## config.mk

```make
export PLATFORM = sky130hd
export DESIGN_NAME = issue_dispatcher
export DESIGN_NICKNAME = d
export VERILOG_FILES = /design/src/rtl/issue_dispatcher.sv
export SDC_FILE = /design/constraint.sdc
export NUM_CORES = 1
export LEC_CHECK = 0
export ABC_AREA = 1
export ABC_CLOCK_PERIOD_IN_PS = 6910
export CORE_MARGIN = 4
export CORE_UTILIZATION = 50
export CTS_CLUSTER_DIAMETER = 150
export DETAILED_ROUTE_END_ITERATION = 10
export GPL_ROUTABILITY_DRIVEN = 0
export PLACE_DENSITY = 0.91
export SYNTH_ARGS = -nofsm -noshare
export SYNTH_HDL_FRONTEND = slang
export SYNTH_SLANG_ARGS = --single-unit
```

## constraint.sdc

```tcl
create_clock -name clk -period 6.91 [get_ports clk]
set_input_delay 0.691 -clock clk [delete_from_list [all_inputs] [get_ports clk]]
set_output_delay 0.691 -clock clk [all_outputs]
set_load 0.02 [all_outputs]
```

## src/rtl/issue_dispatcher.sv

```systemverilog
// Issue dispatcher: buffers decoded instructions in a small circular queue,
// resolves source operands against RF / RoB / CDB / the previous dispatch,
// and issues at most one instruction per cycle in program order.
module issue_dispatcher #(
  parameter int ROB_WIDTH = 8,
  parameter int CDB_CH    = 2,
  parameter int IQ_DEPTH  = 4
) (
  input  logic                         clk,
  input  logic                         rst,
  input  logic                         rdy,
  input  logic                         DCDP_en,
  input  logic [86:0]                  DCDP_inst,
  output logic                         DPDC_ready,
  output logic [11:0]                  DPRF_rs,
  input  logic [2*(ROB_WIDTH+1)-1:0]   RFDP_Q,
  input  logic [63:0]                  RFDP_V,
  output logic                         DPRF_en,
  output logic [5:0]                   DPRF_rd,
  output logic [ROB_WIDTH-1:0]         DPRF_RoB_index,
  input  logic [ROB_WIDTH-1:0]         RoBDP_RoB_index,
  input  logic [1:0]                   RoBDP_ready,
  input  logic [63:0]                  RoBDP_V,
  input  logic                         RoBDP_flush,
  input  logic [CDB_CH-1:0]            CDB_en,
  input  logic [CDB_CH*ROB_WIDTH-1:0]  CDB_RoB_index,
  input  logic [CDB_CH*32-1:0]         CDB_value,
  input  logic                         RS_full,
  input  logic                         LSB_full,
  input  logic                         RoB_full,
  output logic                         DPRoB_en,
  output logic                         DPRS_en,
  output logic                         DPLSB_en,
  output logic [77:0]                  DP_op,
  output logic [63:0]                  DP_V,
  output logic [2*(ROB_WIDTH+1)-1:0]   DP_Q
);

  localparam int QW = ROB_WIDTH + 1;
  localparam int PW = $clog2(IQ_DEPTH);
  localparam int CW = PW + 1;
  localparam logic [QW-1:0] NON_DEP = {1'b1, {ROB_WIDTH{1'b0}}};
  localparam logic [5:0]    NON_REG = 6'b100000;

  logic [86:0]   r_q [IQ_DEPTH];
  logic [PW-1:0] r_head, r_tail;
  logic [CW-1:0] r_count;

  logic [86:0]   w_head;
  logic [6:0]    w_opc;
  logic [5:0]    w_rs1, w_rs2, w_rd;
  logic          w_ls, w_push, w_pop;
  logic [QW+31:0] w_res_j, w_res_k;

  function automatic logic is_ls(input logic [6:0] op);
    return (op >= 7'd11) && (op <= 7'd18);
  endfunction

  function automatic logic rs1_unused(input logic [6:0] op);
    return (op >= 7'd1) && (op <= 7'd3);
  endfunction

  function automatic logic rs2_unused(input logic [6:0] op);
    return ((op >= 7'd1) && (op <= 7'd4)) || ((op >= 7'd11) && (op <= 7'd15)) ||
           ((op >= 7'd19) && (op <= 7'd27));
  endfunction

  function automatic logic rd_unused(input logic [6:0] op, input logic [4:0] rd);
    return ((op >= 7'd5) && (op <= 7'd10)) || ((op >= 7'd16) && (op <= 7'd18)) ||
           (rd == 5'd0);
  endfunction

  // The previous dispatch's rename has not reached the RF yet, so it must
  // override even a "ready" RF answer; otherwise RoB, then CDB (channel 0 wins).
  function automatic logic [QW+31:0] resolve(
    input logic [5:0]                  rs,
    input logic [QW-1:0]               rf_q,
    input logic [31:0]                 rf_v,
    input logic                        rob_rdy,
    input logic [31:0]                 rob_v,
    input logic [CDB_CH-1:0]           cdb_en,
    input logic [CDB_CH*ROB_WIDTH-1:0] cdb_idx,
    input logic [CDB_CH*32-1:0]        cdb_val,
    input logic                        fwd_en,
    input logic [5:0]                  fwd_rd,
    input logic [ROB_WIDTH-1:0]        fwd_tag
  );
    logic [QW-1:0] q;
    logic [31:0]   v;
    q = rf_q;
    v = '0;
    if (rs == NON_REG) begin
      q = NON_DEP;
    end else if (fwd_en && (fwd_rd != NON_REG) && (fwd_rd == rs)) begin
      q = {1'b0, fwd_tag};
    end else if (rf_q == NON_DEP) begin
      v = rf_v;
    end else if (rob_rdy) begin
      q = NON_DEP;
      v = rob_v;
    end else begin
      for (int c = CDB_CH - 1; c >= 0; c--) begin
        if (cdb_en[c] && ({1'b0, cdb_idx[c*ROB_WIDTH +: ROB_WIDTH]} == rf_q)) begin
          q = NON_DEP;
          v = cdb_val[c*32 +: 32];
        end
      end
    end
    return {q, v};
  endfunction

  // Head decode, handshakes and operand resolution
  always_comb begin
    w_head  = r_q[r_head];
    w_opc   = w_head[54:48];
    w_rs1   = rs1_unused(w_opc) ? NON_REG : {1'b0, w_head[47:43]};
    w_rs2   = rs2_unused(w_opc) ? NON_REG : {1'b0, w_head[42:38]};
    w_rd    = rd_unused(w_opc, w_head[37:33]) ? NON_REG : {1'b0, w_head[37:33]};
    w_ls    = is_ls(w_opc);
    DPDC_ready = (r_count != CW'(IQ_DEPTH));
    DPRF_rs = {w_rs2, w_rs1};
    w_push  = !rst && rdy && !RoBDP_flush && DCDP_en && DPDC_ready;
    w_pop   = !rst && rdy && !RoBDP_flush && (r_count != '0) && !RoB_full &&
              (w_ls ? !LSB_full : !RS_full);
    w_res_j = resolve(w_rs1, RFDP_Q[QW-1:0], RFDP_V[31:0], RoBDP_ready[0], RoBDP_V[31:0],
                      CDB_en, CDB_RoB_index, CDB_value, DPRF_en, DPRF_rd, DPRF_RoB_index);
    w_res_k = resolve(w_rs2, RFDP_Q[2*QW-1:QW], RFDP_V[63:32], RoBDP_ready[1], RoBDP_V[63:32],
                      CDB_en, CDB_RoB_index, CDB_value, DPRF_en, DPRF_rd, DPRF_RoB_index);
  end

  // Queue storage write
  always_ff @(posedge clk) begin
    if (w_push) r_q[r_tail] <= DCDP_inst;
  end

  // Pointers, count and registered dispatch outputs
  always_ff @(posedge clk) begin
    if (rst) begin
      r_head <= '0; r_tail <= '0; r_count <= '0;
      DPRoB_en <= 1'b0; DPRS_en <= 1'b0; DPLSB_en <= 1'b0; DPRF_en <= 1'b0;
      DP_op <= '0; DP_V <= '0; DP_Q <= '0; DPRF_rd <= '0; DPRF_RoB_index <= '0;
    end else if (!rdy) begin
      DPRoB_en <= 1'b0; DPRS_en <= 1'b0; DPLSB_en <= 1'b0; DPRF_en <= 1'b0;
    end else if (RoBDP_flush) begin
      r_head <= '0; r_tail <= '0; r_count <= '0;
      DPRoB_en <= 1'b0; DPRS_en <= 1'b0; DPLSB_en <= 1'b0; DPRF_en <= 1'b0;
    end else begin
      if (w_push) r_tail <= r_tail + PW'(1);
      if (w_pop)  r_head <= r_head + PW'(1);
      if (w_push && !w_pop)      r_count <= r_count + CW'(1);
      else if (!w_push && w_pop) r_count <= r_count - CW'(1);
      DPRoB_en <= w_pop;
      DPRF_en  <= w_pop;
      DPRS_en  <= w_pop && !w_ls;
      DPLSB_en <= w_pop && w_ls;
      if (w_pop) begin
        DP_op          <= {w_head[86:55], w_opc, w_head[32:1], w_rd, w_head[0]};
        DP_V           <= {w_res_k[31:0], w_res_j[31:0]};
        DP_Q           <= {w_res_k[QW+31:32], w_res_j[QW+31:32]};
        DPRF_rd        <= w_rd;
        DPRF_RoB_index <= RoBDP_RoB_index;
      end
    end
  end

endmodule

```

==> After elaboration in Yosys (flattened, before gate mapping) <==
Memories as Yosys holds them, arrays and structs flattened. A register that Yosys moved wholly into a read port is not among the register bits.
Cells that the tools add are included.
{ "op_classes": {"n_addsub": 4, "n_lt_le_gt_ge": 11, "eq_ne": 12, "muxes": 39, "n_bitwise": 2, "reduce_logical": 47} }
{ "op_table": {"columns": ["op", "n"], "rows": [
  ["$mux W32", 12],
  ["$mux W9", 12],
  ["$eq A8 B9 Y1", 4],
  ["$logic_and A1 B1 Y1", 25],
  ["$eq A9 B9 Y1 const B", 2],
  ["$mux W6", 3],
  ["$ge A7 B5 Y1 const B", 2],
  ["$le A7 B4 Y1 const B", 2],
  ["$le A7 B5 Y1 const B", 2],
  ["$eq A6 B6 Y1", 2],
  ["$eq A6 B6 Y1 const B", 2],
  ["$mux W2", 6],
  ["$mux W3", 3],
  ["$logic_not A1 Y1", 8],
  ["$ge A7 B1 Y1 const B", 1],
  ["$ge A7 B3 Y1 const B", 1],
  ["$ge A7 B4 Y1 const B", 1],
  ["$le A7 B2 Y1 const B", 1],
  ["$le A7 B3 Y1 const B", 1],
  ["$ne A6 B6 Y1 const B", 1],
  ["$reduce_and A2 Y1", 3],
  ["$reduce_bool A3 Y1", 2],
  ["$logic_not A5 Y1", 1],
  ["$add A2 B1 Y2 const B", 2],
  ["other kinds (9)", 16]
]} }
{ "word_totals": {"register_bits": 184, "ram_bits": 348, "input_bits": 333, "output_inout_bits": 191, "wordCells": 127, "mem_count": 1} }
{ "memory_table": {"columns": ["memory", "depth", "word_bits", "read_ports", "rd_ports_with_merged_regs", "wr", "line_no", "source"], "rows": [
  ["r_q", 4, 87, 1, 1, 1, "45", "logic [86:0] r_q [IQ_DEPTH];"]
]} }

==> Longest topological paths before layout <==
Gate-level depths: netlist of the first run.
{ "depth": {"ltp_word": 10, "depth_mapped": 23, "mapped_depth_nobuf": 22} }

==> Least setup slack after synthesis of the first run <==
No wires, ideal clock.
{ "synth_timing": {"kind": "input to register", "from": "input port RoBDP_flush", "to": "memory r_q[0][0] (enable)", "setup_ps": 534, "arrival_ps": 4756, "required_ps": 6376, "setup_slack_ps": 1621, "cell_stages": 5, "path_buffers": 0, "path_cell_list": "inv_1 > nand2_1 > nor2_1 > nand3_1 > nor2_1"} }
{ "synth_via": {"elab_chain_cells": 6} }
{ "synth_rtl": {"columns": ["element", "line_no", "source"], "rows": [
  ["start, declared", "24", "input logic RoBDP_flush,"],
  ["$logic_not A1 Y1", "122", "w_push = !rst && rdy && !RoBDP_flush && DCDP_en && DPDC_ready;"],
  ["$logic_and A1 B1 Y1 (3 in series)", "122", null],
  ["$mux W1", "133", "if (w_push) r_q[r_tail] <= DCDP_inst;"],
  ["$mux W1 (not written as such)", "133", null],
  ["end, declared", "45", null]
]} }
No other way between the ends.

==> results of run 1 <==
## synthesized netlist by cell type, types with 2 or more instances
cell type  number
a211oi_1        3
nor2_2          2
nor2_4          3
a31oi_1         4
clkbuf_1      110
nand3_1       161
o211ai_1        6
a21oi_1       266
nor3_1         12
buf_4          11
dfxtp_1       180
edfxtp_1      348
ha_1            4
inv_1          95
nand4_1        14
nand3_2         3
or2_2           7
o21ai_0       140
nand2_2         4
nand2_1       684
inv_2           8
xor2_1         10
a31o_2         23
a32o_1         65
xnor2_1         4
buf_6           3
nor4_1          5
o21ai_1        50
buf_1           6
nor2_1        107
a22oi_1         7
buf_2          36
a21oi_2         3
o22ai_1        20
## cells in the final DEF (no fill, tap or decap), types with 4 or more instances in the layout
cell	Yosys	routed
a21oi_1	266	266
a22oi_1	7	7
a31o_2	23	23
a31oi_1	4	4
a32o_1	65	65
buf_4	11	25
bufinv_16	0	5
clkbuf_1	110	9
clkbuf_16	0	53
clkbuf_8	0	9
clkdlybuf4s50_1	0	522
clkinv_1	1	6
clkinv_2	0	7
dfxtp_1	180	179
diode_2	0	27
edfxtp_1	348	348
ha_1	4	4
inv_1	95	94
inv_2	8	6
nand2_1	684	683
nand2_2	4	5
nand3_1	161	161
nand4_1	14	14
nor2_1	107	101
nor2_2	2	4
nor2_4	3	7
nor3_1	12	12
nor4_1	5	5
o211ai_1	6	6
o21ai_0	140	140
o21ai_1	50	50
o22ai_1	20	20
or2_2	7	7
xnor2_1	4	4
xor2_1	10	10
## cell type report
cell class | count | share of cell area
flip-flops and latches | 528 | 0.4626
diodes | 27 | 0.002223
clock inverters | 29 | 0.01136
inverters | 104 | 0.01309
repair buffers | 547 | 0.1781
clock buffers | 71 | 0.04883
well taps | 600 | 0.02470
multi-input cells | 1619 | 0.2591
## cell families (layout without fill, tap and decap cells)
group,count (synthesis),after routing,synth area share
XOR/XNOR,14,14,0.005330
AO/OA/AOI/OAI,592,592,0.1509
adder cells (fa/ha/maj),5,5,0.003046
AND/OR/NAND/NOR,1008,1008,0.1811
buffers and inverters,270,751,0.04879
other,0,27,0
flip-flops,528,528,0.6109
## where the power goes
group / total [W] / switching (W) / internal, W
registers: 0.00339 / 0.00000889 / 0.00338
logic: 0.000485 / 0.000244 / 0.000241
clock network: 0.00300 / 0.00128 / 0.00172
total: 0.00687 / 0.00153 / 0.00534
## routing by layer
layer,vias up,GRT usage
met3,369,0.08165
met1,10190,0.3859
met2,1762,0.5278
met4,6,0.1798
met5,-,0
li1,9358,-
## worst max-delay path by stage
stage | endpoint | slack (ns) | cells past startpoint
6_report | DP_op[13] | 1.80 | 15
4_1_cts | DPRF_rs[9] | 1.88 | 11
3_5_place_dp | DP_op[33] | 2.07 | 15
2_1_floorplan | r_q[0][0] | 1.62 | 5
5_1_grt | DP_op[27] | 1.32 | 17
3_3_place_gp | DP_V[39] | 2.40 | 17
## flip-flops by register name (all words and copies together) (netlist names), named ones only
register / count
DP_V: 64
DP_op: 73
r_count: 3
r_head: 2
DPLSB_en: 1
DPRF_RoB_index: 8
DPRoB_en: 1
DPRS_en: 1
r_q: 348
DPRF_rd: 5
r_tail: 2
DP_Q: 18
## stage by stage
| step | hold WS (ns) | util |
|---|---|---|
| after detailed placement | 0.4566 | 0.6279 |
| after global placement | 0.4507 | 0.6279 |
| after CTS | 0.4657 | 0.6682 |
| final | 0.4641 | 0.6697 |
| after floorplan | 0.4525 | - |
| after global routing | 0.4828 | 0.6696 |
## tightest hold or removal path, cell delays in order (launching register included)
cell	delay (ns)
dfxtp_1	0.31
nand2_1	0.06
a21oi_1	0.05
==> flow_summary.yaml, run 1 <==
placed_design:
  io_buffers: 523
  dpl_cell_area_um2: 28490
  dp.cells: 3398
  pre_cts_ws_ns: 2.072
  hpwl_um: 56340
run_status:
  status: "finished with violations"
  violations: "DRC"
sta:
  slew_headroom: 0.2118
  setup_violations: 0
  clock_skew_ns: 0.05715
  finalWorstSetupSlack_ns: 1.805
  tightest_slew_ns: 1.181
  hold_violations: 0
  rsz0062_at_grt: "false"
  period_share: 0.7388
  setup_tns_ns: 0
  fmax_mhz: 195.9
  finalMaxSlewViolations: 0
  min_period_ns: 5.105
critical_path:
  critPathBufInv: 3
  cp_data_required_time_ns: 7.45
  endpoint_kind: "flip-flop"
  crit_arrival_ns: 5.65
  crit_top_cell: "nand2_1"
  cpPeakStageDelay_ns: 0.95
  path_cells: "inv_4, nand2_1, nand3_1, nand2_2, nand2_1, nor2_1, nor2_1, o21ai_1, nand2_1, nand2_1, nand3_4, inv_4, buf_4, o21ai_0, a21oi_1"
  rr_worst_depth: 15
  crit_path_start_kind: "flip-flop"
  cp_top_family: "buffers and inverters"
  path_class: "flip-flop to flip-flop"
  reg2reg_slack_ns: 1.80
  timing.rr.end: "DP_op[13]"
  path_max_fanout: 87
  cp_slowest_cell: "dfxtp_4"
route:
  drc: 2
  finalWirelength_um: 84270
  wl_met1_um: 28440
  drt_first_pass_iters: 11
  via_per_inst: 6.151
  wl_per_cell_um: 23.91
  drtIter0Drc: 3347
  dr_wl_met2_um: 39840
  dr_wl_met3_um: 10310
  antenna_left: 0
  vias: 21680
  dr.max_layer_used: "met5"
cells_and_area:
  multi_input_area_um2: 7875
  area_growth_pct: 32.11
  drive_gt1_frac: 0.06073
  fillers: 3194
  finalInstanceArea_um2: 30390
  fin_cells: 3525
  regArea_um2: 14060
  fin_nets: 3191
power:
  powerDensity_nw_per_um2: 226.0
  p_total_w: 0.006869
  p_leak_nw: 11.12
  vdd_ir_drop_max_uv: 212.7
job:
  maxCapViolCount: 0
synth:
  netlist_area_um2: 23000
  synth.distinct_cells: 47
  yosysTopAreaCell: "edfxtp_1"
  avgSynthCellArea_um2: 9.518
  ys_seq_elements: 528
  synth_ff_type: "edfxtp_1"
  synth-edff-count: 348
  netlist_instances: 2417
  yosysWarnings: 0
  yosysSeqAreaShare: 0.6109
  yosys-top-cells-area: "edfxtp_1, dfxtp_1, nand2_1, a21oi_1, nand3_1"
  synth_top_area_share: 0.4543
  async_flop_share: 0
  syn_nets: 2755
min_path:
  hold_path_depth: 2
  hold_path_end: "DP_Q[1]"
  worstHoldStart: "DP_Q[1]"
  hold_class: "flip-flop to flip-flop"
clock_network:
  clock-sinks: 528
  cts_inserted_buffers: 53
  hold_buffers: 0
  cts_tree: "yes"
  cts_buffer_depth: 3
  htreeDepth: 2
  insertion_delay_ns: 0.62
  cts_resized: 0
  cts.clk_slew.worst_paths_ns: 0.06
  cts_root_buf: "clkbuf_16"
  cts_setup_buffers: 0
die:
  die_w_um: 222.5
  rows: 78
  pin_count: 524
  initial_core_util: 0.5069
  dieArea_um2: 49500
  core-area_um2: 45380
  die_h_um: 222.5
grt:
  grt_use_total: 0.3206
  grt_pass1_wl_um: 123700
  grt_pass1_vias: 20790
  grt_overflow_total: 0
  grt_max_degree: 103
  antenna_found_initial: 29
Note: power is estimated with default switching activity, not from simulation.
==> run 2, diff against run 1 <==
--- a/config.mk
+++ b/config.mk
@@ -6,7 +6,7 @@
 export NUM_CORES = 1
 export LEC_CHECK = 0
 export ABC_AREA = 1
-export ABC_CLOCK_PERIOD_IN_PS = 6910
+export ABC_CLOCK_PERIOD_IN_PS = 4740
 export CORE_MARGIN = 4
 export CORE_UTILIZATION = 50
 export CTS_CLUSTER_DIAMETER = 150
==> constraint.sdc (replaced) <==
create_clock -name clk -period 4.74 [get_ports clk]
set_input_delay 0.474 -clock clk [delete_from_list [all_inputs] [get_ports clk]]
set_output_delay 0.474 -clock clk [all_outputs]
set_load 0.02 [all_outputs]
==> run 2 against run 1 <==
The run now ends clean. Critical endpoint is now DPRF_rs[9]. Cell area rose by 0.42%. Combinational power up 45%. Highest routed layer unchanged. Clock skew down 0.040 ns.
==> flow_summary.yaml, run 2 (synthesis gave the netlist of run 1 again) <==
cells_and_area:
  drive_gt1_frac: 0.06566
  fillers: 3209
  reg_top3: "r_q (348), DP_op (73), DP_V (64)"
  area_growth_pct: 32.66
  fin_cells: 3533
  regMostFlops: "r_q"
  final_util: 0.6725
  fin_nets: 3202
  largest_reg_flops: 348
  regArea_um2: 14060
  multi_input_area_um2: 7875
  final_common_cell: "nand2_1"
  mostFrequentLayoutCells: "nand2_1, clkdlybuf4s50_1, edfxtp_1"
critical_path:
  crit_arrival_ns: 3.92
  cp_top_family: "simple AND/OR/NAND/NOR gates"
  path_class: "flip-flop to primary output"
  cp_slowest_cell: "clkdlybuf4s50_1"
  endpoint_kind: "primary output"
  cpPeakStageDelay_ns: 0.63
  crit_top_cell: "nand2_1"
  path_max_fanout: 55
  cp_data_required_time_ns: 4.27
  crit_path_start_kind: "flip-flop"
  path_cells: "inv_4, nand2_1, nand3_1, nand2_1, nand2_1, nand2_1, nand3_1, nand2_1, nor2_2, nand2_1, inv_1, clkdlybuf4s50_1"
  critPathBufInv: 3
sta:
  slew_headroom: 0.1909
  hold_violations: 0
  rsz0062_at_grt: "false"
  period_share: 0.9279
  setup_violations: 0
  fmax_mhz: 227.4
  min_period_ns: 4.398
  finalMaxSlewViolations: 0
  tightest_slew_ns: 1.214
  clock_skew_ns: 0.01717
  whs_ns: 0.3126
  finalWorstSetupSlack_ns: 0.3418
route:
  dr.max_layer_used: "met5"
  drc: 0
  wl_met1_um: 28440
  via_per_inst: 6.098
  finalWirelength_um: 83300
  dr_wl_met3_um: 10190
  drt_first_pass_iters: 9
  vias: 21550
  drtIter0Drc: 3435
  wl_per_cell_um: 23.58
  antenna_left: 0
  dr_wl_met2_um: 39140
grt:
  antenna_found_initial: 30
  grt_max_degree: 109
  grt_overflow_total: 0
  grt_pass1_wl_um: 123400
  grt_use_total: 0.3179
  grt_pass1_vias: 20760
clock_network:
  htreeDepth: 2
  cts_setup_buffers: 0
  cts.clk_slew.worst_paths_ns: 0.06
  cts_tree: "yes"
  clock-sinks: 528
  cts_inserted_buffers: 53
  cts_buffer_depth: 3
  cts_root_buf: "clkbuf_16"
  insertion_delay_ns: 0.60
die:
  rows: 78
  core-area_um2: 45380
  initial_core_util: 0.5069
  pin_count: 524
  die_h_um: 222.5
  dieArea_um2: 49500
  die_w_um: 222.5
power:
  powerDensity_nw_per_um2: 326.8
  sw_frac_of_total: 0.2174
  combPwrFrac: 0.071
  vdd_ir_drop_max_uv: 329.0
  p_total_w: 0.009973
  seq_power_share: 0.495
  switchingPower_w: 0.002168
  p_leak_nw: 11.21
  p_int_w: 0.007805
  pwr-share-clk: 0.434
min_path:
  hold_class: "input pin to flip-flop"
placed_design:
  dp.cells: 3409
  hpwl_um: 57010
  io_buffers: 523
  pre_cts_ws_ns: 0.8223
run_status:
  status: "completed"
job:
  maxCapViolCount: 0
==> run 2: changes by cell type in the layout (fill, tap and decap cells not counted), moves of 3 or more <==
cell and change:
clkinv_2 +9, buf_4 +5, diode_2 -3, buf_12 +5, clkbuf_8 -3
==> run 2: cell type report <==
cell class,instances,share of cell area
Clock inverter,31,0.01128
Antenna cell,24,0.001968
Clock buffer,69,0.04818
Sequential cell,528,0.4606
Tap cell,600,0.02460
Timing Repair Buffer,558,0.1822
Inverter,104,0.01304
Multi-Input combinational cell,1619,0.2581
==> run 2: path summary, 6_finish.rpt <==
| kind | startpoint | end | slack, ns | cells past startpoint |
|---|---|---|---|---|
| worst max-delay path | flip-flop | DPRF_rs[9] | 0.34 | 12 |
| worst min-delay path | rst | DP_V[45] | 0.31 | 2 |
| worst max register to register | flip-flop | DP_op[55] | 0.71 | 16 |
| worst min register to register | DP_V[8] | DP_V[8] | 0.46 | 2 |
==> run 2: power by group through the flow <==
| stage | sequential [W] | combinational [W] | clock (W) |
|---|---|---|---|
| detailed placement | 0.00504 | 0.000676 | 0 |
| global placement | 0.00503 | 0.000657 | 0 |
| finish | 0.00494 | 0.000704 | 0.00433 |
| floorplan | 0.00504 | 0.000225 | 0 |
| global route | 0.00494 | 0.000738 | 0.00455 |
| CTS | 0.00494 | 0.000682 | 0.00436 |
==> run 2: through the flow <==
stage / TNS [ns] / instance area [um^2]
2_1_floorplan: -115.68 / 23000
3_3_place_gp: 0 / 28640
3_5_place_dp: 0 / 28640
4_1_cts: 0 / 30450
5_1_grt: 0 / 30510
6_report: 0 / 30520
==> run 2: timing repair <==
item,in CTS,in global routing
gates resized for setup,0,1
hold buffers,0,0
endpoints found under the setup margin,0,1
==> run 2: worst reg2reg max path, stage by stage, from the launching register on <==
cell and delay, ns:
dfxtp_4 0.53, buf_6 0.39, nand2_1 0.17, nand2_1 0.11
nand2_1 0.06, nand2_1 0.07, nand2_1 0.07, nand2_1 0.11
inv_1 0.07, o21ai_1 0.20, nand2_1 0.17, nand2_1 0.17
nand3_4 0.36, inv_4 0.64, buf_12 0.45, o21ai_1 0.19
a21oi_1 0.19
==> run 2: metal layers <==
layer / global-route usage / vias up
met1: 0.3875 / 10080
met4: 0.1742 / 14
met3: 0.08759 / 368
met2: 0.5150 / 1713
li1: - / 9367
met5: 0 / -
